`config.mk`:
```
export PLATFORM = sky130hd
export DESIGN_NAME = mem_access_unit
export DESIGN_NICKNAME = d
export VERILOG_FILES = /design/src/rtl/mem_access_unit.sv
export SDC_FILE = /design/constraint.sdc
export NUM_CORES = 1
export LEC_CHECK = 0
export CORE_MARGIN = 1.5
export CORE_UTILIZATION = 48
export CTS_CLUSTER_DIAMETER = 150
export CTS_CLUSTER_SIZE = 8
export DETAILED_ROUTE_END_ITERATION = 10
export MAX_ROUTING_LAYER = met4
export PLACE_DENSITY = 0.91
export SKIP_CTS_REPAIR_TIMING = 1
export SYNTH_ARGS = -nofsm -noshare
export SYNTH_HDL_FRONTEND = slang
export SYNTH_SLANG_ARGS = --single-unit
```
`constraint.sdc`:
```
create_clock -name clk -period 8.07 [get_ports clk]
set_input_delay 0.807 -clock clk [delete_from_list [all_inputs] [get_ports clk]]
set_output_delay 0.807 -clock clk [all_outputs]
set_load 0.01 [all_outputs]
```
`src/rtl/mem_access_unit.sv`:
```
// MEM-stage load/store unit: RV32I byte/half/word accesses mapped onto a word-only datmem.
// Optional macro MISALIGN_TRAP_EN: trap misaligned H/W accesses instead of ignoring low address bits.
//   state | meaning
//   IDLE  | ready for a request
//   RD    | read issued to datmem (load or sub-word store)
//   LDR   | read data returned, extended load response
//   MRG   | merge store lane into read word
//   WR    | datmem write, store response
//   ERR   | error response, no datmem access
module mem_access_unit #(
  parameter int          WORDS    = 64,
  parameter logic [31:0] MEM_BASE = 32'h0
) (
  input  logic        clk,
  input  logic        rst,
  input  logic        req_valid,
  output logic        req_ready,
  input  logic        req_we,
  input  logic [2:0]  req_funct3,
  input  logic [31:0] req_addr,
  input  logic [31:0] req_wdata,
  output logic        rsp_valid,
  output logic [31:0] rsp_rdata,
  output logic        misalign,
  output logic        oob,
  output logic [31:0] mem_ad,
  output logic [31:0] writ_dat,
  output logic        mem_wrt,
  input  logic [31:0] red_dat
);

  typedef enum logic [2:0] {IDLE, RD, LDR, MRG, WR, ERR} state_t;

  localparam logic [29:0] WORDS_W = 30'(WORDS);

  state_t      state, nxt;
  logic        we_q, oob_q, mis_q;
  logic [2:0]  f3_q;
  logic [1:0]  lane_q;
  logic [29:0] word_q;
  logic [15:0] wdata_q;
  logic [31:0] wr_word;

  logic [29:0] word_idx;
  logic        is_oob, legal, mis, acc_err, accept;
  logic [31:0] merged, load_data;
  logic [7:0]  sel_b;
  logic [15:0] sel_h;

  assign word_idx = 30'((req_addr - MEM_BASE) >> 2);
  assign is_oob   = word_idx >= WORDS_W;
  assign accept   = (state == IDLE) && req_valid;

  always_comb begin
    legal = 1'b0;
    if (req_we) legal = (req_funct3 == 3'b000) || (req_funct3 == 3'b001) || (req_funct3 == 3'b010);
    else        legal = (req_funct3 != 3'b011) && (req_funct3 != 3'b110) && (req_funct3 != 3'b111);
  end

`ifdef MISALIGN_TRAP_EN
  assign mis = legal && (((req_funct3[1:0] == 2'b01) && req_addr[0]) ||
                         ((req_funct3[1:0] == 2'b10) && (req_addr[1:0] != 2'b00)));
`else
  assign mis = 1'b0;
`endif

  assign acc_err = !legal || is_oob || mis;

  // Lane extraction and merge share the latched lane select.
  assign sel_b = red_dat[{lane_q, 3'b000} +: 8];
  assign sel_h = lane_q[1] ? red_dat[31:16] : red_dat[15:0];

  always_comb begin
    merged = red_dat;
    if (f3_q[1:0] == 2'b00)      merged[{lane_q, 3'b000} +: 8] = wdata_q[7:0];
    else if (f3_q[1:0] == 2'b01) merged[{lane_q[1], 4'b0000} +: 16] = wdata_q;
  end

  always_comb begin
    case (f3_q)
      3'b000:  load_data = {{24{sel_b[7]}}, sel_b};
      3'b001:  load_data = {{16{sel_h[15]}}, sel_h};
      3'b100:  load_data = {24'h0, sel_b};
      3'b101:  load_data = {16'h0, sel_h};
      default: load_data = red_dat;
    endcase
  end

  always_ff @(posedge clk or posedge rst) begin
    if (rst) state <= IDLE;
    else     state <= nxt;
  end

  always_comb begin
    nxt = state;
    case (state)
      IDLE: if (req_valid) begin
        if (acc_err)                    nxt = ERR;
        else if (!req_we)               nxt = RD;
        else if (req_funct3 == 3'b010)  nxt = WR;
        else                            nxt = RD;
      end
      RD:      nxt = we_q ? MRG : LDR;
      MRG:     nxt = WR;
      LDR:     nxt = IDLE;
      WR:      nxt = IDLE;
      ERR:     nxt = IDLE;
      default: nxt = IDLE;
    endcase
  end

  always_comb begin
    req_ready = (state == IDLE);
    rsp_valid = (state == LDR) || (state == WR) || (state == ERR);
    rsp_rdata = (state == LDR) ? load_data : 32'h0;
    mem_wrt   = (state == WR);
    writ_dat  = (state == WR) ? wr_word : 32'h0;
    mem_ad    = (state == IDLE) ? 32'h0 : {word_q, 2'b00};
    oob       = (state == ERR) && oob_q;
    misalign  = (state == ERR) && mis_q;
  end

  always_ff @(posedge clk or posedge rst) begin
    if (rst) begin
      we_q    <= 1'b0;
      f3_q    <= 3'b000;
      lane_q  <= 2'b00;
      word_q  <= 30'h0;
      wdata_q <= 16'h0;
      wr_word <= 32'h0;
      oob_q   <= 1'b0;
      mis_q   <= 1'b0;
    end else if (accept) begin
      we_q    <= req_we;
      f3_q    <= req_funct3;
      lane_q  <= req_addr[1:0];
      word_q  <= word_idx;
      wdata_q <= req_wdata[15:0];
      wr_word <= req_wdata;
      oob_q   <= is_oob && legal;
      mis_q   <= mis;
    end else if (state == MRG) begin
      wr_word <= merged;
    end
  end

endmodule
```
# Word level (Yosys, flattened, before mapping)
# Index checks and enable logic that the tools add are counted.
# W data, S select, Z words.
# totals
memories,0
latchBits,0
word_cells,65
ramBits,0
inputBits,103
mem_bits_ro,0
regBits,88
output_inout_bits,101
# op_classes
addsub,2
n_shift,5
order_cmp,1
n_mul,0
div_mod_pow,0
muxes,18
n_bitwise,0
n_eq_ne,15
reduce_logical,16
# op_table
op,n
$mux W32,7
$pmux W32 S4,1
$bwmux W32,2
$shift A16 B7 Y32 const A,1
$shift A8 B7 Y32 const A,1
$shiftx A16 B7 Y32,1
$shiftx A32 B6 Y8,1
$shiftx A8 B7 Y32,1
$ge A30 B7 Y1 const B,1
$mux W16,1
$neg A5 Y7,2
$eq A3 B3 Y1 const B,4
$mux W3,4
$eq A3 B1 Y1 const B,3
$eq A3 B2 Y1 const B,3
$logic_not A3 Y1,3
$pmux W3 S3,1
$ne A3 B3 Y1 const B,2
$logic_and A1 B1 Y1,5
$logic_or A1 B1 Y1,5
$ne A3 B2 Y1 const B,1
$eq A2 B1 Y1 const B,1
$logic_not A2 Y1,1
$mux W1,2
3 further kinds,3

# Depth between registers and ports, before layout
# logic_depth
depth_word,9
mapped_depth,8
ltp_nobuf,6

# Least setup slack after synthesis
# Ideal clock, no wire load.
# synth_timing
path_kind,input -> output
startpoint,input red_dat[31]
endpoint,output rsp_rdata[21]
slack_ps,5485
path_buffers,1
path_stages,4
arrival_time_ps,1778
required_ps,7263
path_cell_list,mux4_2 -> o21ai_2 -> buf_6 -> nand2_1
# synth_via
elab_chain_len,3
elab_cells_between_ends,4
classes_between,shift (1); mux (3)
# synth_lines
element,line,text
from (decl),29,input logic [31:0] red_dat
$shiftx A32 B6 Y8 or $mux W16 (tied branches),"70, 71",
$pmux W32 S4 (*),80,case (f3_q)
$mux W32 (*),115,rsp_rdata = (state == LDR) ? load_data : 32'h0;
to (decl),23,"output logic [31:0] rsp_rdata,"
# Every way passes the cells marked *; elsewhere a longest branch is shown, timed or not.

# Worst setup path in the final report
# layout_timing
startpoint,register state[1]
endpoint,output rsp_rdata[31]
# layout_via
elab_chain_len,2
# layout_lines
element,line,text
from (decl),36,"state_t state, nxt;"
from (signal assigned),91,else state <= nxt;
$eq A3 B2 Y1,115,
$mux W32,115,
# No other way between the ends.

==> out/metrics.csv <==
stage,metric,value,unit
place,Placed Cells incl. Taps,969,
worst_setup_path,Critical-path top delay cell,nor2_1,
synthesis,Synth Area in Simple Gates,31.4,%
synthesis,post-synthesis xor/xnor area fraction,0,%
pwr,Pwr per Cell Area,358,nW/um^2
synthesis,post-synthesis mux area share,2.30,%
worst_setup_path,type of origin of the critical path,flop,
finish,layout cell share with drive strength beyond 1,3.91,%
pwr,LEAKAGE,0.00323,uW
worst_setup_path,Max Fanout on Critical Path,19,
outcome,status,"finished, final reports clean",
floorplanning,die area,11800,um^2
finish,Final Non-Filler Cells,984,
routing,vias,5872,
worst_setup_path,crit path DAT,3.52,ns
global_routing,initial antenna violation count,0,
floorplanning,initial core utilization,49.4,%
clocking,clock root buffer,clkbuf_8,
timing,Max Slew Vio Count,0,
synthesis,"EDFF count, synth",0,
timing,period utilization,53.6,%
timing,minimum clock period,4.33,ns
place,Placer Congestion,0.976,
floorplanning,Site Rows,38,
synthesis,Post-synth top cells,"nand2_1, dfrtp_1, nor2b_1, a21oi_1, and2_1",
timing,Slew headroom,20.6,%
timing,post-route setup slack,3.74,ns
global_routing,vias in the first global route,5716,
routing,routed len/inst,20.3,um
routing,TritonRoute pass-1 iters,5,
place,Detailed Place HPWL,14000,um
clocking,CTS sink count,88,
run,MaxCap Viol Count,0,
synthesis,Synth Cell Area,5380,um^2
synthesis,largest family of logic cells by synthesized area,simple AND/OR/NAND/NOR gates,
global_routing,largest net degree at the start of global routing,89,
worst_setup_path,Worst path max stage delay,1.03,ns
finish,final instance area,7600,um^2
synthesis,Synth Instances,670,
routing,Routed Antenna Nets,0,
synthesis,Post-synth ARST share,100,%
clocking,worst skew pair latency,0.38,ns
place,pre-CTS WS,4.12,ns
clocking,H-tree levels,3,
synthesis,most frequent cell after synthesis,nand2_1,
clocking,CTS buffer count,9,
worst_setup_path,Critical Path RT,7.26,ns
timing,Worst Tran Pin Value,1.19,ns
clocking,clock slew at reported path FFs,0.09,ns
pwr,total power,2720,uW
synthesis,Yosys reg bits,88,
timing,total negative slack,0,ns
hold_path,Min-Delay Path Class,flop to flop,
synthesis,Synth Area in Compound Gates,18.9,%
floorplanning,CORE AREA,10900,um^2
timing,"Hold Vio Cnt, Final",0,
routing,Final Routed Wirelength,19900,um
worst_setup_path,cells along the critical path,"or3b_1, nor2_1, nand2_1, nand2_1, clkdlybuf4s50_1",
pwr,Max IR drop VDD,182,uV
routing,DRC,0,
place,number of port buffers,200,
synthesis,cells taking the most area after synthesis,"dfrtp_1, nand2_1, nor2b_1",
floorplanning,Ports,204,
synthesis,post-synth cell types,54,
synthesis,"Top FF cell, synth",dfrtp_1,
worst_setup_path,CP Capture Type,output pin,
timing,Peak Freq,231,MHz
synthesis,register area share after synthesis,41.0,%
worst_setup_path,critical path class,flop to output pin,
global_routing,GR Overflow Total,0,
clocking,TritonCTS clock tree,yes,
routing,DR iter-0 viols,440,
finish,Layout Nets,948,
global_routing,first-pass GRT wire length,30300,um
floorplanning,die width,109,um
finish,# diodes,0,
synthesis,top-area cell type share of the netlist area,41.0,%
place,Post-DP Area,7420,um^2
timing,RSZ-0062 raised after global routing,no,
worst_setup_path,"delay-heaviest family, CP",simple AND/OR/NAND/NOR gates,
global_routing,Tot GR Track Use,34.9,%
synthesis,adder and majority gate portion of the synthesized area,1.16,%
worst_setup_path,cell mode on critical path,nand2_1,
clocking,deepest clock path buffer count,2,
timing,final setup skew,0.0107,ns
floorplanning,Die Y-Extent,109,um
worst_setup_path,WP buf/inv,1,
synthesis,syn_area_per_cell,8.02,um^2
timing,# setup viols final,0,
synthesis,Syn. warnings,0,
synthesis,largest area contributor in the netlist,dfrtp_1,
finish,Area Overhead vs Synth,41.4,%
routing,drt via density,5.97,
==> metrics by stage <==
stage,hold slack [ns],util (%)
2_1_floorplan,0.438,-
3_3_place_gp,0.450,68.1
3_5_place_dp,0.454,68.1
4_1_cts,0.477,69.8
5_1_grt,0.505,69.8
6_report,0.473,69.8
==> state kept, by name, indices dropped and copies added, names as in the netlist <==
signal and flops:
wr_word 32, word_q 30, wdata_q 16, f3_q 3, state 3, lane_q 2
oob_q 1, we_q 1
==> cells by family after synthesis <==
group	count (synthesis)
fa+ha+maj	5
buf+inv	64
mux	11
other cells	1
flops	88
simple gates	358
compound gates	143
==> final timing paths <==
kind	from	to	slack (ns)	cells after the start
hold reg to reg	word_q[29]$_DFFE_PP0P_	word_q[29]$_DFFE_PP0P_	0.47	2
min in group asynchronous	rst	wr_word[22]$_DFFE_PP0P_	1.11	3
setup reg to reg	lane_q[1]$_DFFE_PP0P_	wr_word[27]$_DFFE_PP0P_	4.70	7
max in group asynchronous	rst	wr_word[10]$_DFFE_PP0P_	6.23	3
hold / removal	word_q[29]$_DFFE_PP0P_	word_q[29]$_DFFE_PP0P_	0.47	2
setup / recovery	state[1]$_DFFE_PP0P_	rsp_rdata[31]	3.74	5
==> power breakdown <==
part	switching (uW)	internal (uW)
registers	197	655
clock network	169	142
logic	859	700
total	1230	1500
==> area by class of cell <==
cell class | instances | area (um^2)
clock inverter | 5 | 58.8
clock buffer | 10 | 128
multi-input combinational | 520 | 2930
tap | 140 | 175
sequential | 88 | 2200
fill | 885 | 3290
timing repair buffer | 208 | 2060
inverter | 13 | 50.0
==> routing by layer <==
layer / GRT usage, % / up-vias / wire [um]
met5: - / - / 0
met4: 15.6 / 0 / 715
met3: 4.78 / 54 / 1750
met2: 55.8 / 349 / 9560
met1: 44.2 / 2794 / 7910
li1: - / 2675 / -
==> worst min-delay path: cells and delay by family (launching register included) <==
| family | cells | cell delay (ns) |
|---|---|---|
| DFF | 1 | 0.34 |
| and+or+nand+nor | 2 | 0.11 |
==> layout by cell type, fill, tap and decap left out, types with 12 or more instances in the layout <==
cell type / count
nor2_1: 31
o22ai_1: 12
o21ai_0: 25
nor2b_1: 37
a21oi_1: 32
nand2_1: 197
and2_1: 32
dfrtp_1: 88
a221oi_1: 18
clkdlybuf4s50_1: 200
inv_1: 12
nand3_1: 12
(Power assumes the default switching activity.)
